## src/rtl/mux3_rr_if.sv

```systemverilog
// rtl/mux3_rr_if.sv - requester/consumer bundle for the 3:1 round-robin mux arbiter
//
// Signals:
//   req_valid[2:0], req_last[2:0]   per-requester beat valid / last flag
//   req_data0..2 [WIDTH-1:0]        requester data (mux inputs I0..I2)
//   req_ready[2:0]                  per-requester accept, at most one bit high
//   out_valid, out_data, out_last   muxed beat towards the consumer
//   out_ready                       consumer accept
//   sel[1:0], grant[2:0]            registered mux select and one-hot grant
// Modports: master = arbiter side, slave = requester/consumer side.
interface mux3_rr_if #(
    parameter int WIDTH = 8
);
    logic [2:0]       req_valid;
    logic [2:0]       req_last;
    logic [WIDTH-1:0] req_data0;
    logic [WIDTH-1:0] req_data1;
    logic [WIDTH-1:0] req_data2;
    logic [2:0]       req_ready;
    logic             out_valid;
    logic [WIDTH-1:0] out_data;
    logic             out_last;
    logic             out_ready;
    logic [1:0]       sel;
    logic [2:0]       grant;

    modport master (
        input  req_valid, req_last, req_data0, req_data1, req_data2, out_ready,
        output req_ready, out_valid, out_data, out_last, sel, grant
    );

    modport slave (
        output req_valid, req_last, req_data0, req_data1, req_data2, out_ready,
        input  req_ready, out_valid, out_data, out_last, sel, grant
    );
endinterface

```

## src/rtl/mux3_rr_arbiter.sv

```systemverilog
// rtl/mux3_rr_arbiter.sv - round-robin arbiter and sequencer owning a 3:1 packet mux select
//
// Parameters: WIDTH (data width), MAX_BEATS (beats per grant before forced release, >= 1)
// Ports:
//   clk   clock, all state changes on the rising edge
//   rst   synchronous active-high reset
//   bus   mux3_rr_if.master: requester streams in, muxed stream out, sel/grant out
module mux3_rr_arbiter #(
    parameter int WIDTH     = 8,
    parameter int MAX_BEATS = 16
) (
    input  logic          clk,
    input  logic          rst,
    mux3_rr_if.master     bus
);
    localparam int CNT_W = (MAX_BEATS > 1) ? $clog2(MAX_BEATS) : 1;
    localparam logic [CNT_W-1:0] LIMIT = CNT_W'(MAX_BEATS - 1);

    typedef enum logic {IDLE, BUSY} state_t;

    state_t           state, state_d;
    logic [1:0]       sel, sel_d;
    logic [2:0]       grant, grant_d;
    logic [1:0]       last_idx, last_idx_d;
    logic [CNT_W-1:0] cnt, cnt_d;

    logic             mux_valid;
    logic             mux_last;
    logic [WIDTH-1:0] mux_data;
    logic             win_found;
    logic [1:0]       win_idx;
    logic [2:0]       win_onehot;
    logic             at_limit;
    logic             xfer;

    // The 3:1 mux itself; sel=11 never happens, it aliases to input 0.
    always_comb begin
        case (sel)
            2'd1: begin
                mux_valid = bus.req_valid[1];
                mux_last  = bus.req_last[1];
                mux_data  = bus.req_data1;
            end
            2'd2: begin
                mux_valid = bus.req_valid[2];
                mux_last  = bus.req_last[2];
                mux_data  = bus.req_data2;
            end
            default: begin
                mux_valid = bus.req_valid[0];
                mux_last  = bus.req_last[0];
                mux_data  = bus.req_data0;
            end
        endcase
    end

    // Round-robin search starting just after the previous winner.
    always_comb begin
        win_found = |bus.req_valid;
        win_idx   = 2'd0;
        case (last_idx)
            2'd0: begin
                if (bus.req_valid[1])      win_idx = 2'd1;
                else if (bus.req_valid[2]) win_idx = 2'd2;
                else                       win_idx = 2'd0;
            end
            2'd1: begin
                if (bus.req_valid[2])      win_idx = 2'd2;
                else if (bus.req_valid[0]) win_idx = 2'd0;
                else                       win_idx = 2'd1;
            end
            default: begin
                if (bus.req_valid[0])      win_idx = 2'd0;
                else if (bus.req_valid[1]) win_idx = 2'd1;
                else                       win_idx = 2'd2;
            end
        endcase
        case (win_idx)
            2'd1:    win_onehot = 3'b010;
            2'd2:    win_onehot = 3'b100;
            default: win_onehot = 3'b001;
        endcase
    end

    assign at_limit = (cnt == LIMIT);

    always_ff @(posedge clk) begin
        if (rst) begin
            state    <= IDLE;
            sel      <= 2'd0;
            grant    <= 3'b000;
            last_idx <= 2'd2;
            cnt      <= '0;
        end else begin
            state    <= state_d;
            sel      <= sel_d;
            grant    <= grant_d;
            last_idx <= last_idx_d;
            cnt      <= cnt_d;
        end
    end

    always_comb begin
        state_d       = state;
        sel_d         = sel;
        grant_d       = grant;
        last_idx_d    = last_idx;
        cnt_d         = cnt;
        xfer          = 1'b0;
        bus.out_valid = 1'b0;
        bus.out_last  = 1'b0;
        bus.req_ready = 3'b000;
        case (state)
            IDLE: begin
                if (win_found) begin
                    sel_d   = win_idx;
                    grant_d = win_onehot;
                    cnt_d   = '0;
                    state_d = BUSY;
                end
            end
            BUSY: begin
                bus.out_valid = mux_valid;
                bus.out_last  = mux_last | at_limit;
                // grant is one-hot of sel while busy, so it steers ready directly.
                bus.req_ready = grant & {3{bus.out_ready}};
                xfer          = mux_valid & bus.out_ready;
                if (xfer) begin
                    if (mux_last || at_limit) begin
                        state_d    = IDLE;
                        last_idx_d = sel;
                        grant_d    = 3'b000;
                    end else begin
                        cnt_d = cnt + 1'b1;
                    end
                end
            end
            default: state_d = IDLE;
        endcase
    end

    assign bus.out_data = mux_data;
    assign bus.sel      = sel;
    assign bus.grant    = grant;
endmodule

```

## src/flat_wrapper.sv

```systemverilog
// flat-port wrapper written by rule: the top's interface ports become plain ports
module mux3_rr_arbiter_flat 
#(
    parameter int WIDTH     = 8,
    parameter int MAX_BEATS = 16
)
  (clk, rst, bus_req_valid, bus_req_last, bus_req_data0, bus_req_data1, bus_req_data2, bus_out_ready, bus_req_ready, bus_out_valid, bus_out_data, bus_out_last, bus_sel, bus_grant);
  mux3_rr_if #(.WIDTH(WIDTH)) bus_i ();
  input  logic clk;
  input  logic rst;
  input wire logic [$bits(bus_i.req_valid)-1:0] bus_req_valid;
  input wire logic [$bits(bus_i.req_last)-1:0] bus_req_last;
  input wire logic [$bits(bus_i.req_data0)-1:0] bus_req_data0;
  input wire logic [$bits(bus_i.req_data1)-1:0] bus_req_data1;
  input wire logic [$bits(bus_i.req_data2)-1:0] bus_req_data2;
  input wire logic [$bits(bus_i.out_ready)-1:0] bus_out_ready;
  output wire logic [$bits(bus_i.req_ready)-1:0] bus_req_ready;
  output wire logic [$bits(bus_i.out_valid)-1:0] bus_out_valid;
  output wire logic [$bits(bus_i.out_data)-1:0] bus_out_data;
  output wire logic [$bits(bus_i.out_last)-1:0] bus_out_last;
  output wire logic [$bits(bus_i.sel)-1:0] bus_sel;
  output wire logic [$bits(bus_i.grant)-1:0] bus_grant;
  assign bus_i.req_valid = bus_req_valid;
  assign bus_i.req_last = bus_req_last;
  assign bus_i.req_data0 = bus_req_data0;
  assign bus_i.req_data1 = bus_req_data1;
  assign bus_i.req_data2 = bus_req_data2;
  assign bus_i.out_ready = bus_out_ready;
  assign bus_req_ready = bus_i.req_ready;
  assign bus_out_valid = bus_i.out_valid;
  assign bus_out_data = bus_i.out_data;
  assign bus_out_last = bus_i.out_last;
  assign bus_sel = bus_i.sel;
  assign bus_grant = bus_i.grant;
  mux3_rr_arbiter #(.WIDTH(WIDTH), .MAX_BEATS(MAX_BEATS)) u_core (.clk(clk), .rst(rst), .bus(bus_i));
endmodule
```

## config.mk

```make
export PLATFORM = sky130hd
export DESIGN_NAME = mux3_rr_arbiter_flat
export DESIGN_NICKNAME = d
export VERILOG_FILES = /design/src/rtl/mux3_rr_if.sv /design/src/rtl/mux3_rr_arbiter.sv /design/src/flat_wrapper.sv
export SDC_FILE = /design/constraint.sdc
export NUM_CORES = 1
export LEC_CHECK = 0
export CAP_MARGIN = 20
export CORE_UTILIZATION = 41
export CTS_BUF_LIST = sky130_fd_sc_hd__clkbuf_4
export DETAILED_ROUTE_END_ITERATION = 10
export PLACE_DENSITY = 0.87
export SYNTH_ARGS = -nofsm -noshare
export SYNTH_HDL_FRONTEND = slang
export SYNTH_SLANG_ARGS = --single-unit
export TNS_END_PERCENT = 10
```

## constraint.sdc

```tcl
create_clock -name clk -period 4.4 [get_ports clk]
set_input_delay 0.88 -clock clk [delete_from_list [all_inputs] [get_ports clk]]
set_output_delay 0.88 -clock clk [all_outputs]
set_load 0.005 [all_outputs]
```

==> results.py, run 1 <==
metrics = {
    "cells_and_area": {
        "area_growth_pct": 60.2,
        "final-instance-count-excl-fill": 183,
        "fin_area_um2": 1380,
        "drive_gt1_frac": 0.0577,
        "final_common_cell": "clkdlybuf4s50_1",
        "final_cell_mix": "50 x clkdlybuf4s50_1, 12 x o21ai_0, 12 x dfxtp_1",
        "fin_nets": 193,
        "num_antenna_cells": 0,
    },
    "die": {
        "die_width_um": 47.8,
        "start_util": 0.437,
        "ioPinCount": 51,
        "core_area_um2": 1960,
        "rows": 16,
        "dieHeight_um": 47.8,
        "dieArea_um2": 2280,
    },
    "logic_synthesis": {
        "syn_area_per_cell_um2": 7.80,
        "syn_area_um2": 858,
        "synth_area_leaders": "dfxtp_1 28%, a22oi_1 7.9%, o21ai_0 7.0%, o211ai_1 5.2%, nand2_1 4.8%",
        "async_reset_ff_frac": 0,
        "yosysTopAreaCell": "dfxtp_1",
        "synth_cells": 110,
        "synth_fp_nets": 146,
        "synth_top_area_frac": 0.280,
        "ys_ff_latch": 12,
        "synth-edff-count": 0,
        "synth_warnings": 0,
        "synth_ff_type": "dfxtp_1",
        "synth-seq-area-share": 0.280,
        "synth.distinct_cells": 36,
    },
    "clock_tree": {
        "cts_made_buffers": 3,
        "cts_tree": "done",
        "clkSinkCount": 12,
        "cts_hold_buf": 0,
        "clkLatencyLatePin_ps": 280,
        "clk_path_buf_depth": 2,
        "ctsResizeCount": 0,
        "cts.clk_slew.worst_paths_ps": 80,
        "htreeDepth": 1,
        "post-cts-setup-buffers": 0,
        "clockRootBuffer": "clkbuf_4",
    },
    "timing": {
        "min_period_over_period": 0.765,
        "rsz0062_at_grt": "no",
        "fin_skew_ps": 7.04,
        "timing.setup.tns_ps": 0,
        "tightestPinTransition_ps": 761,
        "setup_viol": 0,
        "fin_crit_ps": 3370,
        "slew_violations": 0,
        "fmaxAchievable_mhz": 297,
        "maxSlewHeadroom": 0.489,
        "hold_viol": 0,
    },
    "job": {
        "cap_violations": 0,
    },
    "setup_path": {
        "end_kind": "output port",
        "critPathMaxFanout": 21,
        "timing.critical_path.from_type": "register",
        "cp.required_ps": 3520,
        "worstPathArrival_ps": 2490,
        "path_class": "reg2out",
    },
    "outcome": {
        "status": "complete, no violations",
    },
    "detailed_routing": {
        "num_vias": 1046,
        "drc": 0,
        "wl_per_cell_um": 14.5,
        "first_pass_iters": 4,
        "antenna_left": 0,
        "viasPerCell": 5.72,
        "finalWirelength_um": 2650,
        "drt_iter0_drc": 18,
    },
    "grt": {
        "grt_usage": 0.236,
        "grt_pass1_vias": 937,
        "antenna_found_initial": 0,
        "grt_first_pass_wirelength_um": 3780,
        "grt-ovfl-total": 0,
        "grt_max_degree": 22,
    },
    "power": {
        "power.total_mw": 0.291,
        "swShare": 0.296,
        "p_per_area_nw_per_um2": 212,
        "ir_drop_uv": 143,
        "p_clk_frac": 0.249,
        "p_sw_mw": 0.0861,
        "internal-power_mw": 0.205,
        "pwr-share-seq": 0.402,
        "combPwrFrac": 0.349,
        "power_leakage_nw": 0.482,
    },
    "hold_path": {
        "hp-class": "reg2reg",
    },
    "placed_design": {
        "placed_cell_area_um2": 1350,
        "placed_cells": 179,
        "numPortBuffers": 50,
        "place_congestion": 0.841,
        "post-dp-hpwl_um": 2000,
    },
}
## logic make-up after synthesis
group,after synthesis,share of synthesized area
AOI/OAI and AO/OA,45,0.359
and+or+nand+nor,38,0.242
DFF,12,0.280
buffers and inverters,11,0.0641
adders and majority gates,3,0.0437
muxes,1,0.0117
## metrics by stage
step                 util  setup slack, ps  hold WS (ps)
global route        0.701              868           524
global placement    0.688             1150           480
CTS                 0.701             1030           497
floorplan               -             1960           473
finish              0.701             1030           494
detailed placement  0.688             1120           482
## Yosys cell counts (all sizes together) (3+ instances only)
| cell type | number |
|---|---|
| o211ai | 6 |
| ha | 3 |
| buf | 4 |
| a22oi | 9 |
| a21oi | 7 |
| nand3 | 5 |
| dfxtp | 12 |
| inv | 3 |
| clkbuf | 4 |
| nor3 | 3 |
| and3 | 3 |
| o21ai | 13 |
| nand2 | 11 |
## power by group through the flow
stage | combinational [mW] | clock [mW] | sequential, mW
5_1_grt | 0.110 | 0.0786 | 0.118
4_1_cts | 0.102 | 0.0742 | 0.117
3_5_place_dp | 0.101 | 0 | 0.119
3_3_place_gp | 0.0980 | 0 | 0.119
2_1_floorplan | 0.0424 | 0 | 0.119
6_report | 0.102 | 0.0726 | 0.117
## path summary, 6_finish.rpt
path,startpoint,to,slack [ps],cells past startpoint
setup / recovery,u_core.bus.sel[0],bus_out_last,1030,6
hold / removal,u_core.bus.grant[0],u_core.bus.grant[0],490,2
setup reg to reg,u_core.bus.sel[0],u_core.cnt[3],1900,6
hold reg to reg,u_core.bus.grant[0],u_core.bus.grant[0],490,2
## sequential cells by signal, summed over array words and instances (netlist names)
| name | flops |
|---|---|
| u_core.cnt | 4 |
| u_core.bus.sel | 2 |
| u_core.state | 1 |
| u_core.last_idx | 2 |
| u_core.bus.grant | 3 |
## per-layer routing
metal	up-vias	share of wire	wire, um	track usage
met4	0	0.0072	19	0.133
li1	512	-	-	-
met2	46	0.50	1330	0.419
met5	-	0	0	0
met1	486	0.40	1050	0.256
met3	2	0.095	251	0.0528
## final cells by class
cell class                      count  area (um^2)
Clock buffer                        3         22.5
Clock inverter                      1         3.75
Fill cell                         190          587
Inverter                            3         11.3
Multi-Input combinational cell     87          563
Sequential cell                    12          240
Tap cell                           27         33.8
Timing Repair Buffer               50          500
## worst max-delay path: stages, from the launching register on
cell	delay, ps
dfxtp_1	410
inv_1	70
ha_1	540
a32oi_2	320
o21a_1	360
nor2_1	70
clkdlybuf4s50_1	450
No activity file was read; power rests on OpenSTA's default activity.
==> run 2, diff against run 1 <==
--- a/config.mk
+++ b/config.mk
@@ -6,10 +6,10 @@
 export NUM_CORES = 1
 export LEC_CHECK = 0
 export CAP_MARGIN = 20
-export CORE_UTILIZATION = 41
+export CORE_UTILIZATION = 38
 export CTS_BUF_LIST = sky130_fd_sc_hd__clkbuf_4
 export DETAILED_ROUTE_END_ITERATION = 10
-export PLACE_DENSITY = 0.87
+export PLACE_DENSITY = 0.81
 export SYNTH_ARGS = -nofsm -noshare
 export SYNTH_HDL_FRONTEND = slang
 export SYNTH_SLANG_ARGS = --single-unit
==> constraint.sdc (replaced) <==
create_clock -name clk -period 3.25 [get_ports clk]
set_input_delay 0.65 -clock clk [delete_from_list [all_inputs] [get_ports clk]]
set_output_delay 0.65 -clock clk [all_outputs]
set_load 0.005 [all_outputs]
==> run 2 against run 1 <==
  * Cell count grew 1.6%
  * Combinational power grew 38%
  * Critical path type unchanged
  * Sequential share of layout area shrank 0.28 points
  * Design area grew 1.6%
  * Flip-flop and latch count is the same
  * Power grew 38%
  * Global-route usage shrank 0.65 points
  * Sequential power grew 35%
  * Worst hold slack gained 19 ps
  * Largest power group unchanged
  * Clock power grew 40%
==> results.py, run 2 (same netlist as run 1, synthesis figures left out) <==
metrics = {
    "power": {
        "p_clk_frac": 0.254,
        "pwr-share-seq": 0.395,
        "p_sw_mw": 0.121,
        "power.total_mw": 0.401,
        "p_per_area_nw_per_um2": 287,
        "ir_drop_uv": 227,
        "internal-power_mw": 0.280,
        "combPwrFrac": 0.351,
        "power_leakage_nw": 0.498,
        "swShare": 0.302,
    },
    "detailed_routing": {
        "finalWirelength_um": 2660,
        "first_pass_iters": 4,
        "dr.max_layer_used": "met4",
        "wl_met3_um": 274,
        "antenna_left": 0,
        "drc": 0,
        "wl_per_cell_um": 14.3,
        "drt_iter0_drc": 31,
        "wl_met2_um": 1260,
        "drt-met1-wl_um": 1110,
        "viasPerCell": 5.75,
        "num_vias": 1069,
    },
    "grt": {
        "grt_pass1_vias": 978,
        "grt-ovfl-total": 0,
        "grt_first_pass_wirelength_um": 4460,
        "antenna_found_initial": 0,
        "grt_max_degree": 22,
        "grt_usage": 0.229,
    },
    "clock_tree": {
        "cts_made_buffers": 3,
        "clk_path_buf_depth": 2,
        "cts_tree": "done",
        "post-cts-setup-buffers": 0,
        "clkLatencyLatePin_ps": 280,
        "htreeDepth": 1,
        "clkSinkCount": 12,
        "ctsResizeCount": 0,
        "cts_hold_buf": 0,
        "clockRootBuffer": "clkbuf_4",
        "cts.clk_slew.worst_paths_ps": 80,
    },
    "hold_path": {
        "worstHoldPathCells": 2,
        "hp-class": "reg2reg",
        "min_to": "u_core.bus.grant[2]",
        "holdCritStartpoint": "u_core.bus.grant[2]",
    },
    "placed_design": {
        "dp_slack_ps": 520,
        "post-dp-hpwl_um": 1990,
        "place_congestion": 0.878,
        "placed_cells": 182,
        "numPortBuffers": 50,
    },
    "outcome": {
        "status": "complete, no violations",
    },
    "timing": {
        "fin_crit_ps": 3000,
        "tightestPinTransition_ps": 778,
        "slew_violations": 0,
        "fmaxAchievable_mhz": 334,
        "min_period_over_period": 0.922,
        "rsz0062_at_grt": "no",
        "setup_ws_ps": 254,
        "timing.setup.tns_ps": 0,
        "setup_viol": 0,
        "fin_skew_ps": 0.224,
        "maxSlewHeadroom": 0.478,
        "hold_viol": 0,
    },
    "cells_and_area": {
        "drive_gt1_frac": 0.0755,
        "largestRegisters": "u_core.cnt: 4 flops, u_core.bus.grant: 3 flops",
        "num_antenna_cells": 0,
        "final_cell_mix": "50 x clkdlybuf4s50_1, 12 x o21ai_0, 12 x dfxtp_1",
        "final_common_cell": "clkdlybuf4s50_1",
        "num-fill-cells": 184,
        "largest_reg_flops": 4,
        "final-instance-count-excl-fill": 186,
        "top_register": "u_core.cnt",
        "fin_nets": 196,
        "area_growth_pct": 62.8,
    },
    "die": {
        "dieHeight_um": 49.5,
        "core_area_um2": 2040,
        "rows": 16,
        "ioPinCount": 51,
        "die_width_um": 49.5,
        "dieArea_um2": 2450,
        "start_util": 0.420,
    },
    "setup_path": {
        "ff2ff_path_depth": 6,
        "crit_path_top_delay_cell": "ha_1",
        "rr_endpoint": "u_core.cnt[3]",
        "rrSetupSlack_ps": 690,
        "timing.critical_path.from_type": "register",
        "crit_cells": 6,
        "max_stage_delay_ps": 680,
        "cp_top_family": "adder cells",
        "cp.required_ps": 2600,
        "crit_start": "u_core.bus.sel[0]",
        "path_class": "reg2out",
        "timing.rr.start": "u_core.bus.sel[0]",
        "path_cells": "inv_1 -> ha_1 -> a32oi_2 -> o21a_1 -> nor2_1 -> clkdlybuf4s50_1",
        "timing.critical_path.buf_inv": 2,
        "end_kind": "output port",
        "worstPathArrival_ps": 2350,
        "critPathMaxFanout": 21,
    },
    "job": {
        "cap_violations": 0,
    },
}
run 2: worst register-to-register path: stages (launching register included):
cell and delay, ps:
dfxtp_1 420, inv_1 70, ha_1 680, a221oi_2 100
or3_1 550, or4_1 530, a31oi_1 140
run 2: power groups by stage:
stage          logic, mW  registers, mW  clock network (mW)
2_1_floorplan     0.0574          0.160                   0
3_3_place_gp       0.138          0.161                   0
3_5_place_dp       0.141          0.162                   0
4_1_cts            0.141          0.158               0.101
5_1_grt            0.155          0.159               0.111
6_report           0.141          0.158               0.102
run 2: final cells by class:
type                       count  area (um^2)  area share
clock buffer                   3         22.5      0.0161
clock inverter                 1         3.75     0.00269
inverter                       3         11.3     0.00806
multi-input combinational     87          563       0.403
sequential                    12          240       0.172
tap                           27         33.8      0.0242
timing repair buffer          53          523       0.374
run 2: how the worst max path moves through the flow:
stage / slack [ps] / end
final: 250 / bus_out_last
after global routing: 110 / bus_out_last
after CTS: 240 / bus_out_last
after detailed placement: 520 / bus_out_valid
after global placement: 570 / bus_out_valid
after floorplan: 1040 / bus_out_last
run 2: layer usage:
| metal | vias up | global-route usage |
|---|---|---|
| met3 | 2 | 0.0679 |
| met1 | 485 | 0.284 |
| met4 | 0 | 0.0714 |
| met5 | - | 0 |
| li1 | 522 | - |
| met2 | 60 | 0.378 |
run 2: through the flow:
step	utilization	cell area (um^2)	hold WS (ps)
2_1_floorplan	-	858	473
3_3_place_gp	0.672	1370	483
3_5_place_dp	0.672	1370	493
4_1_cts	0.684	1400	511
5_1_grt	0.684	1400	535
6_report	0.684	1400	513
==> run 3, diff against run 2 <==
--- a/config.mk
+++ b/config.mk
@@ -10,6 +10,7 @@
 export CTS_BUF_LIST = sky130_fd_sc_hd__clkbuf_4
 export DETAILED_ROUTE_END_ITERATION = 10
 export PLACE_DENSITY = 0.81
+export SLEW_MARGIN = 20
 export SYNTH_ARGS = -nofsm -noshare
 export SYNTH_HDL_FRONTEND = slang
 export SYNTH_SLANG_ARGS = --single-unit
==> results of run 3 <==
No change in the layout: final DEF, timing and power equal those of run 2.
